`src/rtl/alu_pkg.sv`:
```
// Shared types for alu_pipe: opcode enum, flag bundle and FSM state encoding.
// Opcode legality depends on the ALU_MUL_EN build macro.
package alu_pkg;

  typedef enum logic [3:0] {
    OpAdd  = 4'b0000,
    OpSub  = 4'b0001,
    OpAnd  = 4'b0010,
    OpOr   = 4'b0011,
    OpXor  = 4'b0100,
    OpSlt  = 4'b0101,
    OpSltu = 4'b0110,
    OpBz   = 4'b0111,
    OpSll  = 4'b1000,
    OpSrl  = 4'b1001,
    OpSra  = 4'b1010,
    OpMul  = 4'b1011
  } alu_op_t;

  typedef struct packed {
    logic zero;
    logic carry;
    logic neg;
    logic ovf;
    logic err;
  } alu_flags_t;

  typedef logic [0:0] alu_state_t;

  localparam alu_state_t StIdle   = 1'b0;
  localparam alu_state_t StMulRun = 1'b1;

  // MUL is only a real opcode when the multiplier is built in.
  function automatic logic op_is_legal(logic [3:0] op);
`ifdef ALU_MUL_EN
    return op <= OpMul;
`else
    return op < OpMul;
`endif
  endfunction

endpackage

```
`src/rtl/alu_pipe_if.sv`:
```
// Decode-side request and writeback-side result channels of alu_pipe.
interface alu_pipe_if #(
  parameter int unsigned WIDTH = 8
) ();

  logic             in_valid;
  logic             in_ready;
  logic [3:0]       op;
  logic [WIDTH-1:0] a;
  logic [WIDTH-1:0] b;

  logic             out_valid;
  logic             out_ready;
  logic [WIDTH-1:0] ans;
  logic             zero;
  logic             carry;
  logic             neg;
  logic             ovf;
  logic             err;

  modport master (
    output in_valid, op, a, b, out_ready,
    input  in_ready, out_valid, ans, zero, carry, neg, ovf, err
  );

  modport slave (
    input  in_valid, op, a, b, out_ready,
    output in_ready, out_valid, ans, zero, carry, neg, ovf, err
  );

endinterface

```
`src/rtl/alu_mul_iter.sv`:
```
// Iterative shift-add multiplier: one multiplier bit per cycle, low WIDTH bits of the product.
// o_done pulses on the last iteration with o_product valid in that same cycle.
module alu_mul_iter #(
  parameter int unsigned WIDTH = 8
) (
  input  logic             clk,
  input  logic             rst,
  input  logic             i_start,
  input  logic [WIDTH-1:0] i_a,
  input  logic [WIDTH-1:0] i_b,
  output logic             o_done,
  output logic [WIDTH-1:0] o_product
);

  localparam int unsigned CntW = $clog2(WIDTH);
  localparam logic [CntW-1:0] LastCnt = CntW'(WIDTH - 1);

  logic             r_busy;
  logic [CntW-1:0]  r_cnt;
  logic [WIDTH-1:0] r_mcand;
  logic [WIDTH-1:0] r_mplier;
  logic [WIDTH-1:0] r_acc;
  logic [WIDTH-1:0] w_acc_next;

  assign w_acc_next = r_acc + (r_mplier[0] ? r_mcand : '0);
  assign o_done     = r_busy && (r_cnt == LastCnt);
  // Final partial sum is forwarded so the result lands WIDTH edges after start.
  assign o_product  = w_acc_next;

  always_ff @(posedge clk) begin
    if (rst) begin
      r_busy   <= 1'b0;
      r_cnt    <= '0;
      r_mcand  <= '0;
      r_mplier <= '0;
      r_acc    <= '0;
    end else if (i_start) begin
      r_busy   <= 1'b1;
      r_cnt    <= '0;
      r_mcand  <= i_a;
      r_mplier <= i_b;
      r_acc    <= '0;
    end else if (r_busy) begin
      r_acc    <= w_acc_next;
      r_mcand  <= r_mcand << 1;
      r_mplier <= r_mplier >> 1;
      r_cnt    <= r_cnt + CntW'(1);
      if (o_done) begin
        r_busy <= 1'b0;
      end
    end
  end

endmodule

```
`src/rtl/alu_pipe.sv`:
```
// Handshaked WIDTH-bit ALU with a registered result and flag set.
// Build with ALU_MUL_EN defined to add the iterative MUL op; otherwise MUL decodes as illegal.
module alu_pipe
  import alu_pkg::*;
#(
  parameter int unsigned WIDTH = 8
) (
  input logic        clk,
  input logic        rst,
  alu_pipe_if.slave  bus
);

  localparam int unsigned ShW = $clog2(WIDTH);

  alu_state_t              r_state;
  alu_state_t              w_state_next;
  logic                    r_out_valid;
  logic [WIDTH-1:0]        r_ans;
  alu_flags_t              r_flags;

  logic                    w_accept;
  logic                    w_op_legal;
  logic                    w_is_mul;
  logic                    w_load;
  logic                    w_mul_done;
  logic [WIDTH-1:0]        w_mul_product;
  logic [WIDTH:0]          w_sum;
  logic [WIDTH:0]          w_diff;
  logic signed [WIDTH-1:0] w_a_s;
  logic signed [WIDTH-1:0] w_b_s;
  logic [ShW-1:0]          w_shamt;
  logic [WIDTH-1:0]        w_alu_ans;
  alu_flags_t              w_alu_flags;
  logic [WIDTH-1:0]        w_ld_ans;
  alu_flags_t              w_ld_flags;

  assign bus.in_ready = !rst && (r_state == StIdle) && (!r_out_valid || bus.out_ready);
  assign w_accept     = bus.in_valid && bus.in_ready;
  assign w_op_legal   = op_is_legal(bus.op);
  assign w_is_mul     = w_op_legal && (bus.op == OpMul);

  assign w_sum   = {1'b0, bus.a} + {1'b0, bus.b};
  assign w_diff  = {1'b0, bus.a} - {1'b0, bus.b};
  assign w_a_s   = bus.a;
  assign w_b_s   = bus.b;
  assign w_shamt = bus.b[ShW-1:0];

  always_comb begin
    w_alu_ans   = '0;
    w_alu_flags = '0;
    case (bus.op)
      OpAdd: begin
        w_alu_ans         = w_sum[WIDTH-1:0];
        w_alu_flags.carry = w_sum[WIDTH];
        w_alu_flags.ovf   = (bus.a[WIDTH-1] == bus.b[WIDTH-1]) &&
                            (w_sum[WIDTH-1] != bus.a[WIDTH-1]);
      end
      OpSub: begin
        w_alu_ans         = w_diff[WIDTH-1:0];
        w_alu_flags.carry = w_diff[WIDTH];
        w_alu_flags.ovf   = (bus.a[WIDTH-1] != bus.b[WIDTH-1]) &&
                            (w_diff[WIDTH-1] != bus.a[WIDTH-1]);
      end
      OpAnd:  w_alu_ans = bus.a & bus.b;
      OpOr:   w_alu_ans = bus.a | bus.b;
      OpXor:  w_alu_ans = bus.a ^ bus.b;
      OpSlt:  w_alu_ans = {{(WIDTH-1){1'b0}}, (w_a_s < w_b_s)};
      OpSltu: w_alu_ans = {{(WIDTH-1){1'b0}}, (bus.a < bus.b)};
      OpBz:   w_alu_ans = {{(WIDTH-1){1'b0}}, (bus.a == '0)};
      OpSll:  w_alu_ans = bus.a << w_shamt;
      OpSrl:  w_alu_ans = bus.a >> w_shamt;
      OpSra:  w_alu_ans = w_a_s >>> w_shamt;
      // MUL also lands here, but its result is taken from the multiplier path instead.
      default: w_alu_flags.err = 1'b1;
    endcase
    w_alu_flags.zero = (w_alu_ans == '0);
    w_alu_flags.neg  = w_alu_ans[WIDTH-1];
  end

  always_comb begin
    w_ld_ans   = w_alu_ans;
    w_ld_flags = w_alu_flags;
    if (w_mul_done) begin
      w_ld_ans        = w_mul_product;
      w_ld_flags      = '0;
      w_ld_flags.zero = (w_mul_product == '0);
      w_ld_flags.neg  = w_mul_product[WIDTH-1];
    end
  end

  // Accept only happens in StIdle, so a single-cycle load never collides with w_mul_done.
  assign w_load = (w_accept && !w_is_mul) || w_mul_done;

  always_comb begin
    w_state_next = r_state;
    if (r_state == StIdle) begin
      if (w_accept && w_is_mul) begin
        w_state_next = StMulRun;
      end
    end else if (w_mul_done) begin
      w_state_next = StIdle;
    end
  end

  always_ff @(posedge clk) begin
    if (rst) begin
      r_state     <= StIdle;
      r_out_valid <= 1'b0;
      r_ans       <= '0;
      r_flags     <= '0;
    end else begin
      r_state <= w_state_next;
      if (w_load) begin
        r_out_valid <= 1'b1;
        r_ans       <= w_ld_ans;
        r_flags     <= w_ld_flags;
      end else if (bus.out_ready) begin
        r_out_valid <= 1'b0;
      end
    end
  end

`ifdef ALU_MUL_EN
  logic w_mul_start;

  assign w_mul_start = w_accept && w_is_mul;

  alu_mul_iter #(
    .WIDTH(WIDTH)
  ) u_mul (
    .clk      (clk),
    .rst      (rst),
    .i_start  (w_mul_start),
    .i_a      (bus.a),
    .i_b      (bus.b),
    .o_done   (w_mul_done),
    .o_product(w_mul_product)
  );
`else
  assign w_mul_done    = 1'b0;
  assign w_mul_product = '0;
`endif

  assign bus.out_valid = r_out_valid;
  assign bus.ans       = r_ans;
  assign bus.zero      = r_flags.zero;
  assign bus.carry     = r_flags.carry;
  assign bus.neg       = r_flags.neg;
  assign bus.ovf       = r_flags.ovf;
  assign bus.err       = r_flags.err;

endmodule

```
`src/flat_wrapper.sv`:
```
// flat-port wrapper written by rule: the top's interface ports become plain ports
module alu_pipe_flat import alu_pkg::*;
#(
  parameter int unsigned WIDTH = 8
)
  (clk, rst, bus_in_valid, bus_op, bus_a, bus_b, bus_out_ready, bus_in_ready, bus_out_valid, bus_ans, bus_zero, bus_carry, bus_neg, bus_ovf, bus_err);
  alu_pipe_if #(.WIDTH(WIDTH)) bus_i ();
  input logic clk;
  input logic rst;
  input wire logic [$bits(bus_i.in_valid)-1:0] bus_in_valid;
  input wire logic [$bits(bus_i.op)-1:0] bus_op;
  input wire logic [$bits(bus_i.a)-1:0] bus_a;
  input wire logic [$bits(bus_i.b)-1:0] bus_b;
  input wire logic [$bits(bus_i.out_ready)-1:0] bus_out_ready;
  output wire logic [$bits(bus_i.in_ready)-1:0] bus_in_ready;
  output wire logic [$bits(bus_i.out_valid)-1:0] bus_out_valid;
  output wire logic [$bits(bus_i.ans)-1:0] bus_ans;
  output wire logic [$bits(bus_i.zero)-1:0] bus_zero;
  output wire logic [$bits(bus_i.carry)-1:0] bus_carry;
  output wire logic [$bits(bus_i.neg)-1:0] bus_neg;
  output wire logic [$bits(bus_i.ovf)-1:0] bus_ovf;
  output wire logic [$bits(bus_i.err)-1:0] bus_err;
  assign bus_i.in_valid = bus_in_valid;
  assign bus_i.op = bus_op;
  assign bus_i.a = bus_a;
  assign bus_i.b = bus_b;
  assign bus_i.out_ready = bus_out_ready;
  assign bus_in_ready = bus_i.in_ready;
  assign bus_out_valid = bus_i.out_valid;
  assign bus_ans = bus_i.ans;
  assign bus_zero = bus_i.zero;
  assign bus_carry = bus_i.carry;
  assign bus_neg = bus_i.neg;
  assign bus_ovf = bus_i.ovf;
  assign bus_err = bus_i.err;
  alu_pipe #(.WIDTH(WIDTH)) u_core (.clk(clk), .rst(rst), .bus(bus_i));
endmodule
```
`config.mk`:
```
export PLATFORM = sky130hd
export DESIGN_NAME = alu_pipe_flat
export DESIGN_NICKNAME = d
export VERILOG_FILES = /design/src/rtl/alu_pkg.sv /design/src/rtl/alu_pipe_if.sv /design/src/rtl/alu_mul_iter.sv /design/src/rtl/alu_pipe.sv /design/src/flat_wrapper.sv
export SDC_FILE = /design/constraint.sdc
export NUM_CORES = 1
export LEC_CHECK = 0
export BUFFER_PORTS_ARGS = -buffer_cell sky130_fd_sc_hd__buf_2
export CORE_MARGIN = 5
export CORE_UTILIZATION = 60
export CTS_CLUSTER_SIZE = 24
export DETAILED_ROUTE_END_ITERATION = 6
export PLACE_DENSITY_LB_ADDON = 0.3
export SYNTH_ARGS = -nofsm -noshare
export SYNTH_HDL_FRONTEND = slang
export SYNTH_SLANG_ARGS = --single-unit
```
`constraint.sdc`:
```
create_clock -name clk -period 4.6 [get_ports clk]
set_input_delay 0.69 -clock clk [delete_from_list [all_inputs] [get_ports clk]]
set_output_delay 0.69 -clock clk [all_outputs]
set_load 0.02 [all_outputs]
```
==> flow_summary_export.csv, run 1 <==
group,metric,value,unit
clock_network,cts-resized-gates,0,
finish,synthToLayoutAreaGrowth,8.120,%
grt,grt.busiest_layer,"met2",
sta,clock.fmax,307.7,MHz
drt,drtIter0Drc,280,
yosys,synth_flop_cell,"dfxtp_1",
finish,final_cells,382,
clock_network,cts.sinks,14,
sta,timing.hold.ws,0.4540,ns
grt,grt_pass1_wl,11.52,mm
critical_path,reg2reg_from,"u_core.bus.out_valid",
clock_network,cts.path.max_buffers,2,
yosys,synth_most_common_cell,"ha_1",
clock_network,post-cts-setup-buffers,0,
grt,grtUsageMet3,0.02703,
critical_path,critPathRequiredTime,4.79,ns
hold_path,hp-start,"u_core.bus.ans[2]",
placed_design,place_area,2644,um2
clock_network,clock_latency,0.24,ns
drt,vias,2609,
job,cap_violations,0,
yosys,yosys-top-cells-count,"ha_1 (25), inv_1 (24), nor2_1 (24)",
yosys,yosys.area.top_type,"ha_1",
finish,n_antenna_cell,0,
sta,slew_viol_final,0,
sta,relSlewSlack,0.2389,
floorplanning,dieArea,5550,um2
yosys,ys_warn_count,0,
critical_path,r2r_slack,2.31,ns
yosys,syn_area,2496,um2
sta,grt_setup_unrepaired,"no",
clock_network,cts_root_buf,"clkbuf_8",
sta,hold_violations,0,
floorplanning,die_h,74.50,um
floorplanning,initial_core_util,0.6196,
clock_network,ctsHoldBuffers,0,
yosys,synth_nets,360,
yosys,synth_top_cell_area_share,0.1253,
floorplanning,rows,23,
yosys,synth_edf_count,0,
yosys,muxShareOfSynthArea,0.1238,
yosys,synthAdderAreaFrac,0.1414,
yosys,synthCells,309,
grt,met1_usage,0.3616,
critical_path,cp_max_fo,27,
yosys,synth_compound_area_frac,0.2757,
finish,post-route-util,0.6699,
grt,globalRouteMet2Util,0.4400,
sta,finalSetupViolations,0,
floorplanning,pin_count,39,
yosys,synthTopCellsByArea,"ha_1 (13%), dfxtp_1 (11%), mux4_2 (5.4%), mux4_1 (5.3%), inv_1 (3.6%)",
drt,drtPass1Iterations,5,
grt,grt_pass1_vias,2331,
grt,grt_max_degree,28,
floorplanning,core,4029,um2
yosys,synth_cell_types,66,
power,total_power,0.4890,mW
critical_path,end_kind,"flop",
finish,fill_cells,352,
clock_network,h-tree-depth,1,
critical_path,cp-start-kind,"input port",
floorplanning,fp.dieW,74.50,um
drt,viasPerCell,6.830,
power,ir_drop,93.77,uV
finish,design_area,2699,um2
sta,worstMarginPinSlew,1.126,ns
hold_path,hp-class,"reg -> reg",
sta,period_share,0.7065,
sta,fin_crit,3.250,ns
placed_design,place_ws,1.160,ns
grt,grt_antenna_before_repair,0,
finish,fin_nets,384,
clock_network,cts_tree,"built",
yosys,synth_simple_gate_area_frac,0.2551,
drt,drcViolationCount,0,
drt,ant_nets,0,
power,p_leak,1.139,nW
placed_design,gp_congestion,1.010,
sta,clock_skew,0.001261,ns
yosys,synth_xor_area_frac,0.01053,
power,p_per_area,181.2,nW/um2
placed_design,dpl.hpwl,5.594,mm
critical_path,path_class,"in -> reg",
yosys,synth.avg_cell_area,8.078,um2
finish,drive_gt1_frac,0.1898,
yosys,async_reset_ff_frac,0,
placed_design,port-buffer-count,38,
yosys,ys_ff_latch,14,
placed_design,dp_cells,378,
sta,setup_ws,1.350,ns
yosys,synth_top_family_by_area,"compound AO/OA/AOI/OAI gates",
clock_network,cts_buffers,3,
critical_path,cp_data_arrival_time,3.44,ns
grt,grt-ovfl-total,0,
drt,wl_per_cell,19.14,um
clock_network,path_clk_slew,0.06,ns
critical_path,startpoint,"bus_b[1]",
grt,grt.total_usage,0.2680,
run_status,outcome,"complete, no violations",
sta,totalNegativeSetupSlack,0,ns
yosys,ys_seq_area_frac,0.1123,
drt,finalWirelength,7.313,mm
-- layer usage --
metal,wire (um),part of all wire
met5,0,0
met2,3347,0.46
met3,586,0.080
met4,234,0.032
met1,3144,0.43
-- cells in the final DEF (no fill, tap or decap), types with 3 or more instances in the layout --
cell      instances
ha_1             25
and3_1            3
a221oi_1          4
nor2b_1           6
mux4_2            6
nor4_1            5
o21a_1            3
a21oi_1          13
nor3_1           10
a21o_1            5
nor2_1           24
a31oi_1           3
o21ai_0          15
nand2_1          18
o211ai_1          8
clkbuf_8          4
a22o_1            3
nand3_1          13
nand2b_1         11
or2_2             4
dfxtp_1          14
mux4_1            5
buf_2            38
o22ai_1           3
inv_1            24
nor4b_1           4
o311ai_0          3
o21bai_1          3
a211oi_1          5
-- path summary, 6_finish.rpt --
check / end / cells after the start
worst max register to register: u_core.bus.zero / 7
worst min-delay path: u_core.bus.ans[2] / 2
worst min register to register: u_core.bus.ans[2] / 2
worst max-delay path: u_core.bus.zero / 10
-- power by group --
part | internal [mW] | leakage, nW | switching [mW]
clock | 0.0758 | 0.0288 | 0.0433
combinational | 0.0910 | 0.996 | 0.146
sequential | 0.129 | 0.115 | 0.00353
-- flip-flops by register name, summed over array words and instances, names as in the netlist --
register	flops
u_core.bus.zero	1
u_core.bus.ans	7
u_core.bus.neg	1
u_core.bus.err	1
u_core.bus.out_valid	1
u_core.r_state	1
u_core.bus.ovf	1
u_core.bus.carry	1
-- worst max-delay path, cell delays in order --
cell       delay [ns]
buf_2            0.44
inv_1            0.26
ha_1             0.38
o21bai_1         0.13
a2111oi_0        0.64
or3_1            0.23
and3_1           0.16
a31oi_1          0.05
nor3_1           0.27
a32o_1           0.19
-- layout make-up --
type / count / area [um2] / area share
timing repair buffer: 39 / 197.7 / 0.07325
multi-input combinational: 251 / 2013 / 0.7459
sequential: 14 / 280.3 / 0.1038
tap: 50 / 62.56 / 0.02318
clock buffer: 4 / 55.05 / 0.02040
inverter: 24 / 90.09 / 0.03338
-- cell families (layout without fill, tap and decap cells) --
| logic type | after synthesis | count (layout) |
|---|---|---|
| AOI/OAI and AO/OA | 92 | 92 |
| xor gates and xnor gates | 3 | 3 |
| adders and majority gates | 27 | 27 |
| buffers and inverters | 44 | 67 |
| DFF | 14 | 14 |
| muxes | 15 | 15 |
| and+or+nand+nor | 114 | 114 |
Note: power is estimated with default switching activity, not from simulation.
==> inputs of run 2 (changes only) <==
Settings changed: CORE_UTILIZATION 60 to 58.
Clock period 4.6 ns to 3.15 ns, I/O delays scaled along.
==> run 2 against run 1 <==
Net effect: sequential share of layout area is 0.15 points lower; routed wire length is 5.6% higher; combinational power is 50% higher; largest cell class unchanged; largest power group unchanged; highest routed layer unchanged.
==> flow_summary_export.csv, run 2 (same netlist as run 1, synthesis figures left out) <==
group,metric,value,unit
run_status,outcome,"complete, no violations",
placed_design,port-buffer-count,38,
clock_network,cts-resized-gates,0,
sta,hold_violations,0,
floorplanning,initial_core_util,0.6108,
critical_path,end_kind,"flop",
sta,period_share,0.8905,
drt,wl_per_cell,19.91,um
sta,fin_crit,2.805,ns
clock_network,cts_tree,"built",
finish,largest_reg_flops,7,
finish,fill_cells,351,
sta,timing.hold.ws,0.4432,ns
drt,drcViolationCount,0,
sta,clock_skew,0.002739,ns
hold_path,hp-class,"in -> reg",
sta,grt_setup_unrepaired,"no",
placed_design,dpl.hpwl,5.971,mm
clock_network,h-tree-depth,1,
critical_path,cp_data_arrival_time,2.99,ns
finish,post-route-util,0.6699,
power,ir_drop,111.2,uV
finish,synthToLayoutAreaGrowth,9.674,%
grt,grt_antenna_before_repair,0,
power,p_per_area,253.5,nW/um2
floorplanning,fp.dieW,75.60,um
finish,final_cells,388,
drt,drtIter0Drc,251,
placed_design,dp_cells,385,
drt,drtPass1Iterations,5,
critical_path,path_class,"in -> reg",
floorplanning,rows,23,
drt,viasPerCell,6.830,
sta,totalNegativeSetupSlack,0,ns
clock_network,ctsHoldBuffers,0,
floorplanning,die_h,75.60,um
finish,final_cell_mix,"buf_2 (38), ha_1 (25), inv_1 (24), nor2_1 (24), nand2_1 (18)",
critical_path,r2r_slack,0.84,ns
floorplanning,pin_count,39,
floorplanning,dieArea,5715,um2
critical_path,cp_max_fo,12,
critical_path,cp_slowest_cell,"a2111oi_0",
critical_path,crit_top_cell,"nor3_1",
sta,setup_ws,0.3449,ns
critical_path,path_cells,"buf_2, inv_1, ha_1, nor3_1, a2111oi_0, or3_1, and3_1, a31oi_1, nor3_1, a32o_1",
grt,grt_pass1_vias,2441,
sta,finalSetupViolations,0,
drt,ant_nets,0,
sta,relSlewSlack,0.4812,
finish,fin_nets,391,
critical_path,critPathTopFamily,"compound AO/OA/AOI/OAI gates",
job,cap_violations,0,
sta,clock.fmax,356.5,MHz
placed_design,place_area,2696,um2
critical_path,cp_num_buf_inv,2,
clock_network,cts_root_buf,"clkbuf_8",
finish,drive_gt1_frac,0.2041,
drt,vias,2650,
placed_design,place_ws,0.1854,ns
power,total_power,0.6940,mW
clock_network,clock_latency,0.25,ns
drt,finalWirelength,7.724,mm
clock_network,cts.sinks,14,
grt,grt_max_degree,25,
critical_path,crit_path_max_incr_delay,0.71,ns
power,p_leak,1.167,nW
clock_network,path_clk_slew,0.05,ns
finish,design_area,2738,um2
critical_path,cp-start-kind,"input port",
placed_design,gp_congestion,0.9474,
clock_network,cts.path.max_buffers,2,
critical_path,critPathRequiredTime,3.33,ns
clock_network,post-cts-setup-buffers,0,
floorplanning,core,4086,um2
grt,grt-ovfl-total,0,
grt,grt.total_usage,0.2780,
finish,mostFrequentLayoutCell,"buf_2",
clock_network,cts_buffers,3,
grt,grt_pass1_wl,12.09,mm
sta,worstMarginPinSlew,0.7586,ns
finish,n_antenna_cell,0,
sta,slew_viol_final,0,
[run 2: final cells by class]
class,count,area [um2],share of cell area
timing repair buffer,46,250.2,0.09141
sequential,14,280.3,0.1024
tap,50,62.56,0.02285
inverter,24,90.09,0.03291
multi-input combinational,251,2013,0.7354
clock buffer,3,41.29,0.01508
[run 2: report_power, final]
group | internal (mW) | switching [mW]
Sequential | 0.189 | 0.00515
Combinational | 0.138 | 0.218
Clock | 0.0845 | 0.0593
Total | 0.411 | 0.283
[run 2: per-layer routing]
metal,routed length [um],up-vias,track usage
li1,-,1236,-
met5,0,-,0
met2,3530,146,0.4516
met1,3265,1243,0.3747
met4,274,0,0.1204
met3,654,25,0.02770
[run 2: final timing paths]
check	startpoint	cells past startpoint	end
setup / recovery	bus_a[4]	10	u_core.bus.zero
hold / removal	rst	2	u_core.r_state
setup reg to reg	u_core.bus.out_valid	7	u_core.bus.zero
hold reg to reg	u_core.bus.ans[4]	2	u_core.bus.ans[4]
==> inputs of run 3 (changes only) <==
Settings changed: CTS_BUF_LIST set to sky130_fd_sc_hd__clkbuf_16.
==> run 3 against run 2 <==
Net effect: sequential share of layout area shrank 0.12 points; sequential power hardly changed; non-clock buffer count unchanged; combinational power barely moved; critical endpoint unchanged.
==> flow_summary_export.csv, run 3 (same netlist as run 1, synthesis figures left out) <==
group,metric,value,unit
run_status,outcome,"complete, no violations",
finish,mostFrequentLayoutCell,"buf_2",
floorplanning,core,4086,um2
sta,period_share,0.8717,
clock_network,cts_tree,"built",
placed_design,dp_cells,385,
power,p_per_area,282.1,nW/um2
placed_design,gp_congestion,0.9474,
power,p_int,0.4926,mW
sta,clock_skew,0.0006092,ns
power,pwr-share-seq,0.249,
placed_design,dpl.hpwl,5.971,mm
hold_path,hold_path_depth,2,
critical_path,path_class,"in -> reg",
finish,n_antenna_cell,0,
floorplanning,dieArea,5715,um2
job,cap_violations,0,
clock_network,clock_latency,0.24,ns
sta,worstMarginPinSlew,0.7278,ns
placed_design,port-buffer-count,38,
placed_design,place_ws,0.1854,ns
critical_path,ff2ff_path_depth,7,
power,p_sw,0.2892,mW
clock_network,cts_buffers,3,
grt,grt_pass1_vias,2445,
power,ir_drop,195.0,uV
grt,grt.total_usage,0.2774,
sta,fin_crit,2.746,ns
power,p_leak,1.182,nW
drt,drcViolationCount,0,
critical_path,end_kind,"flop",
critical_path,crit_path_max_incr_delay,0.44,ns
critical_path,path_cells,"buf_2, inv_1, ha_1, fa_1, nor2_1, o21ai_0, a221o_1, nor4_2, nand3_1, nor4_1, a32o_1",
clock_network,cts.path.max_buffers,2,
critical_path,reg2reg_from,"u_core.bus.out_valid",
clock_network,h-tree-depth,1,
grt,grt-ovfl-total,0,
clock_network,cts-resized-gates,0,
clock_network,cts.sinks,14,
hold_path,min_to,"u_core.r_state",
sta,totalNegativeSetupSlack,0,ns
clock_network,path_clk_slew,0.04,ns
grt,grt_pass1_wl,12.08,mm
grt,grt_max_degree,25,
drt,viasPerCell,6.809,
hold_path,hp-start,"rst",
drt,drtIter0Drc,295,
clock_network,cts_root_buf,"clkbuf_16",
grt,grt_antenna_before_repair,0,
clock_network,ctsHoldBuffers,0,
sta,relSlewSlack,0.5104,
sta,timing.hold.ws,0.4562,ns
critical_path,cp-start-kind,"input port",
floorplanning,fp.dieW,75.60,um
power,total_power,0.7818,mW
finish,final_cell_mix,"buf_2 (38), ha_1 (25), inv_1 (24), nor2_1 (24), nand2_1 (18)",
drt,wl_per_cell,20.10,um
floorplanning,rows,23,
critical_path,cp_slowest_cell,"fa_1",
floorplanning,pin_count,39,
drt,vias,2642,
critical_path,cp_data_arrival_time,2.92,ns
finish,largest_reg_flops,7,
sta,grt_setup_unrepaired,"no",
floorplanning,die_h,75.60,um
sta,hold_violations,0,
finish,final_cells,388,
sta,clock.fmax,364.2,MHz
sta,setup_ws,0.4040,ns
clock_network,post-cts-setup-buffers,0,
power,comb_power_share,0.456,
floorplanning,initial_core_util,0.6108,
sta,slew_viol_final,0,
power,clkPwrFrac,0.295,
sta,finalSetupViolations,0,
critical_path,cp_max_fo,6,
drt,drtPass1Iterations,5,
drt,finalWirelength,7.800,mm
finish,drive_gt1_frac,0.2041,
finish,synthToLayoutAreaGrowth,11.03,%
critical_path,rr_endpoint,"u_core.bus.zero",
critical_path,r2r_slack,0.84,ns
hold_path,hp-class,"in -> reg",
drt,ant_nets,0,
power,p_sw_frac,0.3699,
critical_path,critPathRequiredTime,3.33,ns
finish,fin_nets,391,
## run 3: cell types whose count changed in the layout (fill, tap and decap cells not counted)
cell	change
clkbuf_8	-3
clkbuf_16	+3
## run 3: worst max-delay path, delay by kind of cell
kind                     cells  cell delay [ns]
AND/OR/NAND/NOR              4             0.90
AO/OA/AOI/OAI                3             0.65
buffers and inverters        2             0.24
adder cells (fa/ha/maj)      2             0.67
## run 3: how the worst max path moves through the flow
stage / start / to / depth (start not counted)
final: bus_a[0] / u_core.bus.zero / 11
after CTS: bus_a[0] / u_core.bus.zero / 11
after global placement: bus_a[0] / u_core.bus.zero / 11
after floorplan: bus_b[1] / u_core.bus.ovf / 8
after detailed placement: bus_a[0] / u_core.bus.zero / 11
after global routing: bus_a[3] / u_core.bus.zero / 10
## run 3: stage by stage
stage	utilization	area (um2)
after floorplan	-	2496
after global placement	0.6598	2696
after detailed placement	0.6598	2696
after CTS	0.6782	2771
after global routing	0.6782	2771
final	0.6782	2771
## run 3: power by group through the flow
stage | Clock [mW] | Combinational (mW) | Sequential [mW]
after floorplan | 0 | 0.234 | 0.211
after global placement | 0 | 0.344 | 0.197
after detailed placement | 0 | 0.348 | 0.198
after CTS | 0.232 | 0.349 | 0.195
after global routing | 0.241 | 0.388 | 0.195
final | 0.231 | 0.357 | 0.194
## run 3: cell type report
class	count	area [um2]
clock buffers	3	75.07
flip-flops and latches	14	280.3
repair buffers	46	250.2
multi-input cells	251	2013
inverters	24	90.09
well taps	50	62.56
fillers	341	1315
## run 3: per-layer routing
metal | vias up | global-route usage | wire [um]
li1 | 1239 | - | -
met2 | 140 | 0.4525 | 3550
met1 | 1237 | 0.3728 | 3288
met4 | 0 | 0.1184 | 280
met5 | - | 0 | 0
met3 | 26 | 0.02770 | 681
